--- src/rtl/fetch_unit.sv ---
// Instruction fetch reader for the multicycle MIPS datapath: PC -> req/ack memory read -> IR, PC+4, PC write pulse.
// Optional FETCH_TIMEOUT_EN macro adds a REQ-state watchdog that aborts a fetch after TIMEOUT_CYCLES without ack.
module fetch_unit #(
    parameter int unsigned          DATA_WIDTH     = 32,
    parameter logic [DATA_WIDTH-1:0] RESET_PC      = 32'h00400000,
    parameter int unsigned          TIMEOUT_CYCLES = 16
) (
    input  logic                  clk,
    input  logic                  rst,
    input  logic                  fetch_start,
    input  logic [DATA_WIDTH-1:0] pc_i,
    output logic                  mem_req_o,
    output logic [DATA_WIDTH-1:0] mem_addr_o,
    input  logic                  mem_ack_i,
    input  logic [DATA_WIDTH-1:0] mem_rdata_i,
    output logic [DATA_WIDTH-1:0] instr_o,
    output logic [DATA_WIDTH-1:0] pc_plus4_o,
    output logic                  pc_write_o,
    output logic                  fetch_done_o,
    output logic                  busy_o,
    output logic                  misaligned_o,
    output logic                  timeout_o
);

    typedef enum logic [1:0] {
        IDLE = 2'd0,
        REQ  = 2'd1,
        DONE = 2'd2
    } state_t;

    if (TIMEOUT_CYCLES < 1) begin : g_bad_timeout
        $error("TIMEOUT_CYCLES must be at least 1");
    end

    state_t                state_q, state_d;
    logic [DATA_WIDTH-1:0] mem_addr_q, mem_addr_d;
    logic [DATA_WIDTH-1:0] instr_q, instr_d;
    logic [DATA_WIDTH-1:0] pc_plus4_q, pc_plus4_d;
    logic                  mem_req_q, mem_req_d;
    logic                  pc_write_q, pc_write_d;
    logic                  fetch_done_q, fetch_done_d;
    logic                  busy_q, busy_d;
    logic                  misaligned_q, misaligned_d;
    logic                  timeout_q, timeout_d;

`ifdef FETCH_TIMEOUT_EN
    localparam int unsigned CW = $clog2(TIMEOUT_CYCLES + 1);
    logic [CW-1:0] cnt_q, cnt_d;
`endif

    always_comb begin
        state_d      = state_q;
        mem_addr_d   = mem_addr_q;
        instr_d      = instr_q;
        pc_plus4_d   = pc_plus4_q;
        misaligned_d = misaligned_q;
        timeout_d    = timeout_q;
        mem_req_d    = 1'b0;
        pc_write_d   = 1'b0;
        fetch_done_d = 1'b0;
`ifdef FETCH_TIMEOUT_EN
        cnt_d        = cnt_q;
`endif
        case (state_q)
            IDLE: begin
                if (fetch_start) begin
                    mem_addr_d   = pc_i;
                    misaligned_d = 1'b0;
                    timeout_d    = 1'b0;
                    if (pc_i[1:0] != 2'b00) begin
                        // Misaligned: skip memory, report completion without a PC write
                        misaligned_d = 1'b1;
                        fetch_done_d = 1'b1;
                        state_d      = DONE;
                    end else begin
                        mem_req_d = 1'b1;
                        state_d   = REQ;
`ifdef FETCH_TIMEOUT_EN
                        cnt_d     = '0;
`endif
                    end
                end
            end
            REQ: begin
                if (mem_ack_i) begin
                    instr_d      = mem_rdata_i;
                    pc_plus4_d   = mem_addr_q + DATA_WIDTH'(4);
                    pc_write_d   = 1'b1;
                    fetch_done_d = 1'b1;
                    state_d      = DONE;
                end else begin
                    mem_req_d = 1'b1;
`ifdef FETCH_TIMEOUT_EN
                    // cnt_q counts completed REQ cycles; this edge ends cycle cnt_q+1
                    if (cnt_q == CW'(TIMEOUT_CYCLES - 1)) begin
                        mem_req_d    = 1'b0;
                        timeout_d    = 1'b1;
                        fetch_done_d = 1'b1;
                        state_d      = DONE;
                    end else begin
                        cnt_d = cnt_q + CW'(1);
                    end
`endif
                end
            end
            DONE: begin
                state_d = IDLE;
            end
            default: begin
                state_d = IDLE;
            end
        endcase
        busy_d = (state_d != IDLE);
    end

    always_ff @(posedge clk or negedge rst) begin
        if (!rst) begin
            state_q      <= IDLE;
            mem_addr_q   <= RESET_PC;
            instr_q      <= '0;
            pc_plus4_q   <= RESET_PC;
            mem_req_q    <= 1'b0;
            pc_write_q   <= 1'b0;
            fetch_done_q <= 1'b0;
            busy_q       <= 1'b0;
            misaligned_q <= 1'b0;
            timeout_q    <= 1'b0;
        end else begin
            state_q      <= state_d;
            mem_addr_q   <= mem_addr_d;
            instr_q      <= instr_d;
            pc_plus4_q   <= pc_plus4_d;
            mem_req_q    <= mem_req_d;
            pc_write_q   <= pc_write_d;
            fetch_done_q <= fetch_done_d;
            busy_q       <= busy_d;
            misaligned_q <= misaligned_d;
            timeout_q    <= timeout_d;
        end
    end

`ifdef FETCH_TIMEOUT_EN
    always_ff @(posedge clk or negedge rst) begin
        if (!rst) begin
            cnt_q <= '0;
        end else begin
            cnt_q <= cnt_d;
        end
    end
    assign timeout_o = timeout_q;
`else
    assign timeout_o = 1'b0;
`endif

    assign mem_req_o    = mem_req_q;
    assign mem_addr_o   = mem_addr_q;
    assign instr_o      = instr_q;
    assign pc_plus4_o   = pc_plus4_q;
    assign pc_write_o   = pc_write_q;
    assign fetch_done_o = fetch_done_q;
    assign busy_o       = busy_q;
    assign misaligned_o = misaligned_q;

endmodule

--- config.mk ---
export PLATFORM = sky130hd
export DESIGN_NAME = fetch_unit
export DESIGN_NICKNAME = d
export VERILOG_FILES = /design/src/rtl/fetch_unit.sv
export SDC_FILE = /design/constraint.sdc
export NUM_CORES = 1
export LEC_CHECK = 0
export ABC_AREA = 1
export ABC_CLOCK_PERIOD_IN_PS = 1800
export CAP_MARGIN = 20
export CORE_MARGIN = 4
export CORE_UTILIZATION = 40
export CTS_CLUSTER_SIZE = 12
export DETAILED_ROUTE_END_ITERATION = 8
export HOLD_SLACK_MARGIN = 0.08
export PLACE_DENSITY_LB_ADDON = 0.3
export SYNTH_ARGS = -nofsm -noshare
export SYNTH_HDL_FRONTEND = slang
export SYNTH_SLANG_ARGS = --single-unit
--- constraint.sdc ---
create_clock -name clk -period 1.8 [get_ports clk]
set_input_delay 0.36 -clock clk [delete_from_list [all_inputs] [get_ports clk]]
set_output_delay 0.36 -clock clk [all_outputs]
set_load 0.01 [all_outputs]
==> run_results.csv <==
group,metric,value,unit
outcome,status,"completed",
route,dr_wl_met2,5.97,mm
floorplan,die_y,115,um
synth,synth_compound_area_frac,0.0374,
global_route,grt_pass1_vias,4346,
synth,synth_top_family_by_area,"simple AND/OR/NAND/NOR gates",
global_route,grt_overflow_total,0,
synth,synth_cells,577,
place,numPortBuffers,168,
synth,synthAdderAreaFrac,0.00271,
route,wl_met1,5.24,mm
global_route,antenna_found_initial,0,
clock_tree,numCtsBuffers,9,
synth,synth-seq-cells,103,
synth,synth_fp_nets,646,
sta,rsz0062_at_grt,"false",
sta,skew,0.0129,ns
global_route,grt_pass1_wl,21.2,mm
route,drt_iter0_drc,195,
setup_path,crit_chain,"clkdlybuf4s50_1",
setup_path,cp_num_buf_inv,1,
setup_path,worstSetupPathType,"flip-flop to output port",
sta,slew_viol_final,0,
place,routabilityCongestion,0.883,
clock_tree,cts.clk_slew.worst_paths,0.07,ns
setup_path,slowest_delay,0.54,ns
setup_path,crit_family,"flip-flops",
route,drc_errors,0,
sta,setup-violations-final,0,
setup_path,end_kind,"output port",
clock_tree,cts.htree.levels,3,
setup_path,cp_slowest_cell,"dfstp_2",
route,wl_met3,1.36,mm
route,antenna_left,0,
place,place_area,6500,um2
route,vias_per_cell,4.78,
floorplan,dieArea,13300,um2
synth,synthArstFlopShare,1.00,
setup_path,crit_fanout,2,
sta,tns,0,ns
finish,area.growth.synth_to_final,46.4,%
synth,synth_mux_area_frac,0,
global_route,grt_max_degree,56,
synth,ys_warn_count,0,
route,routed_wl,12.8,mm
synth,ys_seq_area_frac,0.558,
finish,ff_latch_area,2580,um2
synth,synthXorXnorAreaFrac,0.0152,
clock_tree,cts.sinks,103,
floorplan,initial_core_util,0.417,
floorplan,io_pins,170,
sta,hold_viol_final,0,
setup_path,cp-start-kind,"flip-flop",
synth,synth_area,4620,um2
finish,drive_above_1_share,0.0654,
finish,antennaDiodeCount,0,
route,top_layer_used,"met4",
sta,finalCriticalPeriod,1.77,ns
global_route,grt_use_total,0.203,
synth,avgSynthCellArea,8.01,um2
finish,final_area,6770,um2
power,ir_worst_vdd,719,uV
synth,ys.flop_type,"dfrtp_1",
finish,multi_input_area,1830,um2
sta,fin_crit_sh,0.982,
sta,clock.fmax,566,MHz
route,first_pass_iters,4,
clock_tree,cts_root_buffer,"clkbuf_16",
finish,utilization,0.611,
clock_tree,cts_setup_buffers,0,
route,dr_total_vias,4252,
clock_tree,cts_tree,"yes",
power,powerDensity,1290,nW/um2
synth,synthSimpleGateAreaFrac,0.340,
finish,fillers,1006,
setup_path,arrival,1.41,ns
synth,yosysTopAreaCellShare,0.547,
place,dpl.hpwl,9.73,mm
run,max_cap_viol_count,0,
floorplan,die_w,115,um
setup_path,worstPathRequired,1.44,ns
worst_hold_path,hp-class,"primary input to async pin",
synth,synth_edf_count,0,
synth,synth_area_leaders,"dfrtp_1 (55%), nand2_1 (24%), nand3_1 (3.4%)",
synth,synth_cell_types,28,
route,avgRoutedWirePerCell,14.4,um
power,leakagePower,3.19,nW
synth,synth_top_area_cell,"dfrtp_1",
floorplan,fp-row-count,38,
floorplan,core_area,11100,um2
clock_tree,clk_path_buf_depth,2,
finish,nets,816,
clock_tree,clk_latency,0.34,ns
==> cell usage after synthesis, drive strengths merged (2+ instances only) <==
cell and instances:
and2 3, buf 13, clkbuf 7, dfrtp 101, dfstp 2, inv 28
nand2 299, nand3 32, nor2 45, o21ai 29, o21bai 2, o22ai 2
or2 3, xnor2 2, xor2 6
==> repair_timing <==
item                       in CTS  in global routing
hold buffers                    1                  0
pin swaps                       0                  0
cloned                          0                  0
setup endpoints to repair       1                  4
gates resized for setup         1                  4
hold endpoints to repair       13                  0
==> worst register-to-register path: stages, from the launching register on <==
cell     delay (ns)
dfrtp_1        0.42
ha_1           0.26
nand2_1        0.10
nor2_2         0.05
nand2_2        0.14
nor2_2         0.08
or2_2          0.27
nand3_1        0.07
nand2_1        0.05
==> where the power goes <==
part / internal (W) / total [W] / switching [W]
Clock: 0.000917 / 0.00173 / 0.000814
Sequential: 0.00311 / 0.00371 / 0.000602
Combinational: 0.00187 / 0.00331 / 0.00144
==> sequential cells by signal, summed over array words and instances, names as in the netlist <==
signal and flops:
instr_o 32, mem_req_o 1, pc_plus4_o 32, busy_o 1, misaligned_o 1, mem_addr_o 32, state_q 2, fetch_done_o 1
pc_write_o 1
==> path summary, 6_finish.rpt <==
check | slack [ns] | cells past startpoint | end | from
max in group asynchronous | 0.78 | 3 | mem_addr_o[22]$_DFFE_PN1P_ | rst
worst max-delay path | 0.03 | 1 | pc_plus4_o[22] | pc_plus4_o[22]$_DFFE_PN1P_
worst min-delay path | 0.41 | 2 | instr_o[31]$_DFFE_PN0P_ | rst
worst max register to register | 0.25 | 8 | pc_plus4_o[14]$_DFFE_PN0P_ | mem_addr_o[2]$_DFFE_PN0P_
min in group clk | 0.48 | 2 | instr_o[25]$_DFFE_PN0P_ | instr_o[25]$_DFFE_PN0P_
worst min register to register | 0.48 | 2 | instr_o[25]$_DFFE_PN0P_ | instr_o[25]$_DFFE_PN0P_
==> layer usage <==
layer,GRT usage,up-vias
met5,0,-
met4,0.0736,0
met3,0.0710,19
met2,0.328,158
met1,0.253,1956
li1,-,2119
==> per-stage QoR <==
step / hold WS [ns] / std cells / power (W) / setup slack (ns)
after floorplan: 0.0644 / 577 / 0.00491 / 0.360
final: 0.405 / 889 / 0.00876 / 0.0331
after global placement: 0.230 / 875 / 0.00702 / 0.152
after global routing: 0.429 / 889 / 0.00936 / 0.00247
after detailed placement: 0.236 / 875 / 0.00709 / 0.0865
after CTS: 0.406 / 889 / 0.00888 / 0.0174
==> kinds of logic (layout without fill, tap and decap cells) <==
| kind of cell | Yosys count | after routing |
|---|---|---|
| DFF | 103 | 103 |
| and+or+nand+nor | 382 | 382 |
| adders and majority gates | 1 | 1 |
| other | 1 | 1 |
| xor gates and xnor gates | 8 | 8 |
| AOI/OAI and AO/OA | 33 | 33 |
| buffers and inverters | 49 | 221 |
==> cell usage in the layout (no fill, tap or decap), drive strengths merged <==
cell           Yosys  layout
dfstp              2       2
clkbuf             7      10
xor2               6       6
dlygate4sd3        0       1
and2               3       3
nand2            299     299
dlymetal6s2s       0       2
conb               1       1
xnor2              2       2
o21bai             2       2
o22ai              2       2
nor2              45      45
dlygate4sd2        0       1
dfrtp            101     101
inv               28      28
clkinv             1       2
ha                 1       1
nand3             32      32
or2                3       3
buf               13      11
o21ai             29      29
clkdlybuf4s50      0     164
clkinvlp           0       2
==> layout make-up <==
class,instances,share of cell area
sequential,103,0.382
multi-input combinational,425,0.270
timing repair buffer,179,0.269
clock buffer,10,0.0338
tap,140,0.0259
inverter,29,0.0161
clock inverter,3,0.00351
Note: power is estimated with default switching activity, not from simulation.
